### src/rtl/mul_hilo_ctrl.sv
// Issue/write-back controller for the 32x32 multiplier: owns HI/LO and the MFHI/MFLO busy interlock.
// Optional build macro MUL_HILO_BYPASS_EN forwards the final product to hi/lo one cycle early.
module mul_hilo_ctrl #(
    parameter int unsigned MUL_LATENCY = 1
) (
    input  logic        mul_clk,
    input  logic        resetn,
    input  logic        flush,
    input  logic        req_valid,
    output logic        req_ready,
    input  logic [1:0]  req_op,
    input  logic [31:0] req_rs,
    input  logic [31:0] req_rt,
    output logic        mul_signed,
    output logic [31:0] mul_x,
    output logic [31:0] mul_y,
    input  logic [63:0] mul_result,
    output logic [31:0] hi,
    output logic [31:0] lo,
    output logic        busy,
    output logic        done
);

    localparam logic       IDLE = 1'b0;
    localparam logic       MUL  = 1'b1;

    localparam logic [1:0] OP_MULT  = 2'b00;
    localparam logic [1:0] OP_MULTU = 2'b01;
    localparam logic [1:0] OP_MTHI  = 2'b10;
    localparam logic [1:0] OP_MTLO  = 2'b11;

    localparam logic [2:0] LAT = 3'(MUL_LATENCY);

    logic        state;
    logic [2:0]  cnt;
    logic [31:0] hi_q;
    logic [31:0] lo_q;
    logic        accept;
    logic        is_mul_op;
    logic        write_back;

    assign req_ready  = (state == IDLE) & ~flush;
    assign accept     = req_valid & req_ready;
    assign is_mul_op  = (req_op == OP_MULT) | (req_op == OP_MULTU);
    assign write_back = (state == MUL) & (cnt == 3'd0) & ~flush;

    // Flush only ever leaves MUL; in IDLE it merely blocks acceptance through req_ready.
    always_ff @(posedge mul_clk or negedge resetn) begin
        if (!resetn) begin
            state <= IDLE;
            cnt   <= 3'd0;
        end else begin
            case (state)
                IDLE: begin
                    if (accept && is_mul_op) begin
                        state <= MUL;
                        cnt   <= LAT;
                    end
                end
                MUL: begin
                    if (flush || cnt == 3'd0) begin
                        state <= IDLE;
                    end else begin
                        cnt <= cnt - 3'd1;
                    end
                end
                default: state <= IDLE;
            endcase
        end
    end

    // Operands stay put after a flush; the next accept overwrites them anyway.
    always_ff @(posedge mul_clk or negedge resetn) begin
        if (!resetn) begin
            mul_x      <= 32'd0;
            mul_y      <= 32'd0;
            mul_signed <= 1'b0;
        end else if (accept && is_mul_op) begin
            mul_x      <= req_rs;
            mul_y      <= req_rt;
            mul_signed <= (req_op == OP_MULT);
        end
    end

    always_ff @(posedge mul_clk or negedge resetn) begin
        if (!resetn) begin
            hi_q <= 32'd0;
            lo_q <= 32'd0;
        end else if (write_back) begin
            hi_q <= mul_result[63:32];
            lo_q <= mul_result[31:0];
        end else if (accept && req_op == OP_MTHI) begin
            hi_q <= req_rs;
        end else if (accept && req_op == OP_MTLO) begin
            lo_q <= req_rs;
        end
    end

    always_ff @(posedge mul_clk or negedge resetn) begin
        if (!resetn) begin
            done <= 1'b0;
        end else begin
            done <= write_back;
        end
    end

`ifdef MUL_HILO_BYPASS_EN
    assign hi   = write_back ? mul_result[63:32] : hi_q;
    assign lo   = write_back ? mul_result[31:0]  : lo_q;
    assign busy = (state == MUL) & ~write_back;
`else
    assign hi   = hi_q;
    assign lo   = lo_q;
    assign busy = (state == MUL);
`endif

endmodule

### config.mk
export PLATFORM = sky130hd
export DESIGN_NAME = mul_hilo_ctrl
export DESIGN_NICKNAME = d
export VERILOG_FILES = /design/src/rtl/mul_hilo_ctrl.sv
export SDC_FILE = /design/constraint.sdc
export NUM_CORES = 1
export LEC_CHECK = 0
export BUFFER_PORTS_ARGS = -buffer_cell sky130_fd_sc_hd__buf_2
export CAP_MARGIN = 10
export CORE_MARGIN = 2
export CORE_UTILIZATION = 47
export CTS_CLUSTER_SIZE = 28
export DETAILED_ROUTE_END_ITERATION = 7
export GPL_ROUTABILITY_DRIVEN = 0
export PLACE_DENSITY = 0.86
export REMOVE_ABC_BUFFERS = 1
export SETUP_SLACK_MARGIN = 0.15
export SLEW_MARGIN = 20
export SYNTH_ARGS = -nofsm -noshare
export SYNTH_HDL_FRONTEND = slang
export SYNTH_SLANG_ARGS = --single-unit
### constraint.sdc
create_clock -name mul_clk -period 1.83 [get_ports mul_clk]
set_input_delay 0.2745 -clock mul_clk [delete_from_list [all_inputs] [get_ports mul_clk]]
set_output_delay 0.2745 -clock mul_clk [all_outputs]
set_load 0.02 [all_outputs]
== Word-level counts from Yosys, hierarchy flattened ==
Cells that the tools add are included.
Storage, ports and cells
  input bits: 134
  output and inout bits: 132
  bits in registers: 134
  word-level logic and storage cells: 43
Operators by class
  eq/ne operators: 6
  bitwise operators: 7
  reduce and logical (&&, ||, !) cells: 10
  multiplexer cells: 11
  add/subtract/negate cells: 1
Operator list (number)
  32-bit 2-to-1 mux: 5
  3-bit 2-to-1 mux: 2
  3-bit one-hot mux with 2 select lines: 1
  1-bit bitwise AND: 4
  2-bit equality test (second input constant): 2
  2-bit != test (second input constant): 2
  2-bit AND reduction: 2
  2-bit nonzero test: 2
  1-bit logical AND: 3
  3-bit logical NOT: 1
  3-bit by 1-bit subtractor with 3-bit output (second input constant): 1
  2-bit by 1-bit equality test with 1-bit output (second input constant): 1
  2-bit logical NOT: 1
  1-bit 2-to-1 mux: 2
  2-bit by 1-bit != test with 1-bit output (second input constant): 1
  1-bit inverter: 2
  1-bit one-hot mux with 2 select lines: 1
  1-bit logical OR: 1
  1-bit OR: 1

== Depth between registers and ports, before layout ==
Gate-level depths: netlist of the first run.
  depth in word-level cells: 7
  gate-level depth with buffers: 8
  depth with buffers taken out: 7

== Least setup slack after synthesis of the first run ==
OpenSTA, ideal clock, no wires.
  path type: register to register
  start point: register state (netlist: busy)
  end point: register mul_y[10]
  library setup time: 125 ps
  stages on the path, launching flop included: 5
  buffers on the path: 2
  data required time: 1705 ps
  slack: 216 ps
  period minus slack after synthesis: 1614 ps
  arrival time: 1489 ps
  path through: dfrtp_1 > nor4b_2 > buf_4 > buf_6 > mux2_2
On the way
  word-level cells in the longest chain between the ends: 4
Ends and longest elaborated chain
  from (decl): line 34  | logic state;
  from (signal assigned): line 50  | state <= IDLE;
  from (signal assigned): line 56  | state <= MUL;
  from (signal assigned): line 62  | state <= IDLE;
  1-bit inverter: line 42  | assign req_ready = (state == IDLE) & ~flush;
  1-bit bitwise AND: line 42
  1-bit bitwise AND: line 43  | assign accept = req_valid & req_ready;
  1-bit logical AND: line 78  | end else if (accept && is_mul_op) begin
  to (signal assigned): line 80  | mul_y <= req_rt;
  to (decl): line 16  | output logic [31:0] mul_y,
No other way between the ends.
A chain may end at the register's enable or synchronous reset.

== Worst setup path in the final report of the first run ==
  start point: register state (netlist: busy)
  end point: register hi_q[30] (netlist: hi[30])
On the way
  word-level cells in the longest chain between the ends: 5
  elaborated cells on any way between the ends: 8
Ends and longest elaborated chain
  1-bit inverter: line 42
  1-bit bitwise AND: line 42
  1-bit bitwise AND: line 43
  1-bit logical AND: line 92  | end else if (accept && req_op == OP_MTHI) begin
  2-bit nonzero test (no source line)
  to (signal assigned): line 90  | hi_q <= mul_result[63:32];
  to (signal assigned): line 93  | hi_q <= req_rs;
  to (decl): line 36  | logic [31:0] hi_q;
Several ways; a longest one is shown, not always the timed one.

==> flow_metrics.env, run 1 <==
export IMPL_ys_seq_elements=134
export IMPL_ys_seq_area_frac=0.5960
export IMPL_crit_buf_inv=2
export IMPL_clock_skew_final_ps=7.760
export IMPL_fin_crit_sh=0.9014
export IMPL_seq_power_share=0.376
export IMPL_timing_final_hold_violations=0
export IMPL_grt_max_degree=64
export IMPL_cts_root_buf="clkbuf_16"
export IMPL_combPwrFrac=0.346
export IMPL_critPathMostFrequentCell="a21oi_1"
export IMPL_p_sw_frac=0.3638
export IMPL_worstPathCellList="buf_4 > and4bb_2 > and2b_4 > clkbuf_16 > a21oi_1 > a21oi_1"
export IMPL_p_leak_nw=3.970
export IMPL_antenna_left=0
export IMPL_worst_slack_ps=180.4
export IMPL_postCtsSetupBuffers=0
export IMPL_final_max_slew_viol_count=0
export IMPL_antennaDiodeCount=0
export IMPL_vdd_drop_max_v=0.0009323
export IMPL_finalSetupTns_ps=0
export IMPL_avgRoutedWirePerCell_um=18.00
export IMPL_power_frac_clock=0.278
export IMPL_p_switching_w=0.004480
export IMPL_cpPeakStageDelay_ps=400
export IMPL_core_um2=11560
export IMPL_path_clk_slew_ps=60
export IMPL_worstPathArrival_ps=1980
export IMPL_antenna_found_initial=0
export IMPL_pre_cts_ws_ps=166.7
export IMPL_syn_avg_cell_area_um2=10.88
export IMPL_hp_class="input port to register"
export IMPL_grt_first_pass_wirelength_um=24410
export IMPL_via_count=5069
export IMPL_die_x_um=113.4
export IMPL_gr_total_overflow=0
export IMPL_cts_tree="yes"
export IMPL_start_util=0.4865
export IMPL_slowest_stage="dfrtp_1"
export IMPL_worst_pin_slew_ps=433.7
export IMPL_final_common_cell="buf_2"
export IMPL_cp_end_kind="register"
export IMPL_min_from="req_rt[19]"
export IMPL_max_freq_mhz=606.2
export IMPL_crit_type="register to register"
export IMPL_htree_levels=4
export IMPL_power_density_nw_per_um2=1571
export IMPL_critPathTopFamily="simple AND/OR/NAND/NOR gates"
export IMPL_numCtsBuffers=17
export IMPL_ys_types=24
export IMPL_grt_pass1_vias=4903
export IMPL_rows=39
export IMPL_groute_usage_overall=0.2424
export IMPL_internal_power_w=0.007833
export IMPL_nets=922
export IMPL_drtIter0Drc=432
export IMPL_viasPerCell=5.381
export IMPL_route_final_wire_length_um=16960
export IMPL_max_cap_violations=0
export IMPL_dr_pass1_iters=7
export IMPL_required_ps=2170
export IMPL_relSlewSlack=0.7109
export IMPL_clk_path_buf_depth=2
export IMPL_setup_viol=0
export IMPL_die_area_um2=12860
export IMPL_final_cell_mix="264 x buf_2, 134 x dfrtp_1, 125 x a21oi_1"
export IMPL_rsz0062_at_grt="yes"
export IMPL_ios=266
export IMPL_clock_sinks=134
export IMPL_drc=0
export IMPL_worst_setup_path_start_kind="register"
export IMPL_status="completed"
export IMPL_area_growth_pct=39.27
export IMPL_fin_crit_ps=1650
export IMPL_r2r_start="busy"
export IMPL_crit_fanout=16
export IMPL_hold_ws_ps=69.21
export IMPL_crit_start="busy"
export IMPL_clock_latency_ps=420
export IMPL_dp_hpwl_um=10530
export IMPL_numPortBuffers=265
export IMPL_yosys_warnings=0
export IMPL_drive_above_1_share=0.4518
export IMPL_die_h_um=113.4
export IMPL_syn_instance_count=517
export IMPL_synth_area_um2=5627
## worst reg2reg max path, stage by stage (launching register included)
cell and delay (ps):
dfrtp_1 400, buf_4 160, and4bb_2 330, and2b_4 230, clkbuf_16 220, a21oi_1 90, a21oi_1 140
## cell families (layout without fill, tap and decap cells)
family                   after synthesis  in the layout  share of synthesized area
AND/OR/NAND/NOR                      146            146                     0.1052
flip-flops                           134            134                     0.5960
AO/OA/AOI/OAI                        131            131                     0.1172
multiplexers                          65             65                     0.1299
buffers and inverters                 39            321                    0.04736
adder cells (fa/ha/maj)                2              2                   0.004447
## state kept, by name (all words and copies together), names as in the netlist
| register | cells |
|---|---|
| done | 1 |
| cnt | 3 |
| busy | 1 |
| mul_x | 32 |
| lo | 32 |
| mul_signed | 1 |
| mul_y | 32 |
| hi | 32 |
## power by group through the flow
stage | Clock, W | Sequential [W] | Combinational, W
after global routing | 0.00360 | 0.00475 | 0.00458
final | 0.00342 | 0.00463 | 0.00426
after floorplan | 0 | 0.00601 | 0.00110
after global placement | 0 | 0.00460 | 0.00410
after CTS | 0.00348 | 0.00463 | 0.00423
after detailed placement | 0 | 0.00466 | 0.00421
## timing repair
item / in CTS / in global routing
gates resized for setup: 0 / 10
gates cloned: 0 / 6
hold buffers: 1 / 0
endpoints found under the setup margin: 1 / 64
hold endpoints to repair: 30 / 0
pin swaps: 0 / 4
## worst paths after layout
kind                             end  slack (ps)  depth (start not counted)
max                           hi[30]         180                          6
max in group asynchronous      hi[3]         820                          3
max reg2reg                   hi[30]         180                          6
min reg2reg                mul_y[16]         480                          1
min in group asynchronous  mul_y[27]         350                          2
min                        mul_y[19]          70                          2
## routing by layer
| metal | track usage | vias to the layer above | wire (µm) |
|---|---|---|---|
| met5 | 0 | - | 0 |
| met1 | 0.2984 | 2456 | 6502 |
| met3 | 0.06429 | 47 | 1297 |
| met2 | 0.4052 | 268 | 8675 |
| li1 | - | 2298 | - |
| met4 | 0.1057 | 0 | 482 |
## synth_stat cells, drive strengths merged
master | count | area, µm²
and4bb | 1 | 12.51
and2 | 1 | 6.260
mux2 | 64 | 720.7
nand2 | 69 | 259.0
o21ai | 2 | 10.01
ha | 2 | 25.02
a31oi | 2 | 12.51
mux2i | 1 | 10.01
and2b | 2 | 15.01
buf | 32 | 240.2
inv | 5 | 18.76
o22ai | 1 | 6.260
nor3 | 1 | 5.000
nand2b | 4 | 25.02
nor2 | 66 | 247.7
nor4b | 1 | 15.01
clkbuf | 2 | 7.510
nor2b | 1 | 6.260
dfrtp | 134 | 3353
a21oi | 126 | 630.6
## stage by stage
| step | instance area (µm²) | util | cells | total power [W] |
|---|---|---|---|---|
| 2_1_floorplan | 5379 | - | 483 | 0.007107 |
| 4_1_cts | 7679 | 0.6640 | 936 | 0.01234 |
| 3_3_place_gp | 7076 | 0.6118 | 903 | 0.008697 |
| 5_1_grt | 7836 | 0.6776 | 942 | 0.01293 |
| 3_5_place_dp | 7076 | 0.6118 | 903 | 0.008869 |
| 6_report | 7836 | 0.6776 | 942 | 0.01231 |
## area by class of cell
type                    count  area [µm²]
clock buffers              23       467.9
clock inverters             9       125.1
fillers                   874        3729
inverters                   5       21.27
multi-input cells         344        2029
flip-flops and latches    134        3353
well taps                 143       178.9
repair buffers            284        1660
Note: power is estimated with default switching activity, not from simulation.
==> inputs of run 2 (changes only) <==
--- a/config.mk
+++ b/config.mk
@@ -8,11 +8,12 @@
 export BUFFER_PORTS_ARGS = -buffer_cell sky130_fd_sc_hd__buf_2
 export CAP_MARGIN = 10
 export CORE_MARGIN = 2
-export CORE_UTILIZATION = 47
+export CORE_UTILIZATION = 48
+export CTS_BUF_LIST = sky130_fd_sc_hd__clkbuf_4
 export CTS_CLUSTER_SIZE = 28
 export DETAILED_ROUTE_END_ITERATION = 7
 export GPL_ROUTABILITY_DRIVEN = 0
-export PLACE_DENSITY = 0.86
+export PLACE_DENSITY = 0.87
 export REMOVE_ABC_BUFFERS = 1
 export SETUP_SLACK_MARGIN = 0.15
 export SLEW_MARGIN = 20
==> run 2 against run 1 <==
Compared with the run above:
- clock skew rose by 13 ps
- core utilization is 7.9 points higher
- via count rose by 14%
- clock power down 32%
- sequential share of layout area decreased by 4.0 points
- final cell count rose by 12%
- worst hold slack got worse by 28 ps
- global-route usage up 5.8 points
- clock-buffer cell count fell by 5
- wire length rose by 18%
- non-clock buffer count rose by 108
- critical endpoint is now mul_y[24]
==> flow_metrics.env, run 2 (synthesis results as in run 1) <==
export IMPL_clock_latency_ps=500
export IMPL_clock_skew_final_ps=20.31
export IMPL_grt_util_met2=0.5378
export IMPL_cpPeakStageDelay_ps=470
export IMPL_pre_cts_ws_ps=160.1
export IMPL_dp_hpwl_um=10840
export IMPL_dr_pass1_iters=7
export IMPL_area_growth_pct=53.52
export IMPL_top_usage_layer="met2"
export IMPL_worst_pin_slew_ps=679.1
export IMPL_crit_buf_inv=3
export IMPL_worst_slack_ps=167.3
export IMPL_numPortBuffers=265
export IMPL_worstPathCellList="nor4b_4 > buf_4 > buf_4 > buf_12 > mux2_1"
export IMPL_grt_first_pass_wirelength_um=29590
export IMPL_die_h_um=112.3
export IMPL_fin_crit_ps=1663
export IMPL_final_max_slew_viol_count=0
export IMPL_final_common_cell="buf_2"
export IMPL_use_met1=0.3337
export IMPL_drtIter0Drc=705
export IMPL_grt_pass1_vias=5899
export IMPL_hold_ws_ps=40.77
export IMPL_gr_total_overflow=0
export IMPL_cts_tree="yes"
export IMPL_max_cap_violations=0
export IMPL_rsz0062_at_grt="yes"
export IMPL_groute_usage_overall=0.3005
export IMPL_antenna_found_initial=1
export IMPL_required_ps=2210
export IMPL_path_clk_slew_ps=130
export IMPL_die_area_um2=12600
export IMPL_cp_end_kind="register"
export IMPL_antenna_left=0
export IMPL_worst_setup_path_start_kind="register"
export IMPL_crit_fanout=17
export IMPL_vdd_drop_max_v=0.0008218
export IMPL_drc=0
export IMPL_clock_sinks=134
export IMPL_worstPathArrival_ps=2040
export IMPL_max_freq_mhz=601.4
export IMPL_finalSetupTns_ps=0
export IMPL_critPathMostFrequentCell="buf_4"
export IMPL_status="completed"
export IMPL_critPathTopFamily="flip-flops"
export IMPL_clk_path_buf_depth=2
export IMPL_numCtsBuffers=17
export IMPL_fin_crit_sh=0.9086
export IMPL_htree_levels=4
export IMPL_nets=1030
export IMPL_power_density_nw_per_um2=1337
export IMPL_via_count=5794
export IMPL_grt_max_degree=135
export IMPL_cts_root_buf="clkbuf_4"
export IMPL_viasPerCell=5.513
export IMPL_route_final_wire_length_um=19960
export IMPL_final_cell_mix="264 x buf_2, 133 x dfrtp_1, 125 x a21oi_1"
export IMPL_relSlewSlack=0.5473
export IMPL_rows=39
export IMPL_drive_above_1_share=0.4013
export IMPL_die_x_um=112.3
export IMPL_total_power_w=0.01155
export IMPL_ios=266
export IMPL_hp_class="input port to register"
export IMPL_p_leak_nw=4.305
export IMPL_setup_viol=0
export IMPL_crit_type="register to register"
export IMPL_avgRoutedWirePerCell_um=18.99
export IMPL_slowest_stage="dfrtp_2"
export IMPL_core_um2=11420
export IMPL_timing_final_hold_violations=0
export IMPL_grt_use_met3=0.07019
export IMPL_start_util=0.4928
==> run 2: changes by cell type in the layout (fill, tap and decap cells not counted), sizes merged <==
cell / delta
dlygate4sd3: +104
clkbuf: -8
buf: +6
bufinv: +2
clkinv: +2
bufbuf: +1
clkinvlp: +1
diode: +1
==> run 2: worst min-delay path: cells and delay by family <==
family	cells	cell delay (ps)
buf+inv	1	100
compound gates	1	50
simple gates	1	90
==> run 2: path summary, 6_finish.rpt <==
path,startpoint,slack (ps),endpoint,depth (start not counted)
min reg2reg,mul_x[21],490,mul_x[21],1
max,busy,170,mul_y[24],5
max reg2reg,busy,170,mul_y[24],5
min,mul_result[3],40,lo[3],3
max in group asynchronous,resetn,840,busy,3
min in group asynchronous,resetn,480,hi[19],3
==> run 2: report_power, final <==
group / total (W) / internal, W / switching [W]
registers: 0.00469 / 0.00405 / 0.000638
logic: 0.00452 / 0.00171 / 0.00281
clock network: 0.00234 / 0.00123 / 0.00111
total: 0.0116 / 0.00699 / 0.00456
==> run 2: per-layer routing <==
layer	vias up	wire, µm
met5	-	0
met4	0	779
met3	79	1814
met2	432	10450
met1	2774	6915
li1	2509	-
==> run 2: cell type report <==
type	instances	area (µm²)
clock buffers	18	135.1
repair buffers	392	2708
clock inverters	14	206.4
multi-input cells	344	2029
well taps	143	178.9
diodes	1	2.502
inverters	5	23.77
flip-flops and latches	134	3354
fillers	689	2780
==> run 2: per-stage QoR <==
| step | util | area [µm²] | instances |
|---|---|---|---|
| 2_1_floorplan | - | 5379 | 483 |
| 3_3_place_gp | 0.6199 | 7078 | 905 |
| 3_5_place_dp | 0.6199 | 7078 | 905 |
| 4_1_cts | 0.7415 | 8467 | 1038 |
| 5_1_grt | 0.7565 | 8638 | 1051 |
| 6_report | 0.7565 | 8638 | 1051 |
==> run 2: timing repair <==
action	in CTS	in global routing
pin swaps	1	2
setup buffers	2	2
resized for setup	2	8
endpoints found under the setup margin	34	80
hold endpoints to repair	230	8
hold buffers	97	8
gates cloned	2	2
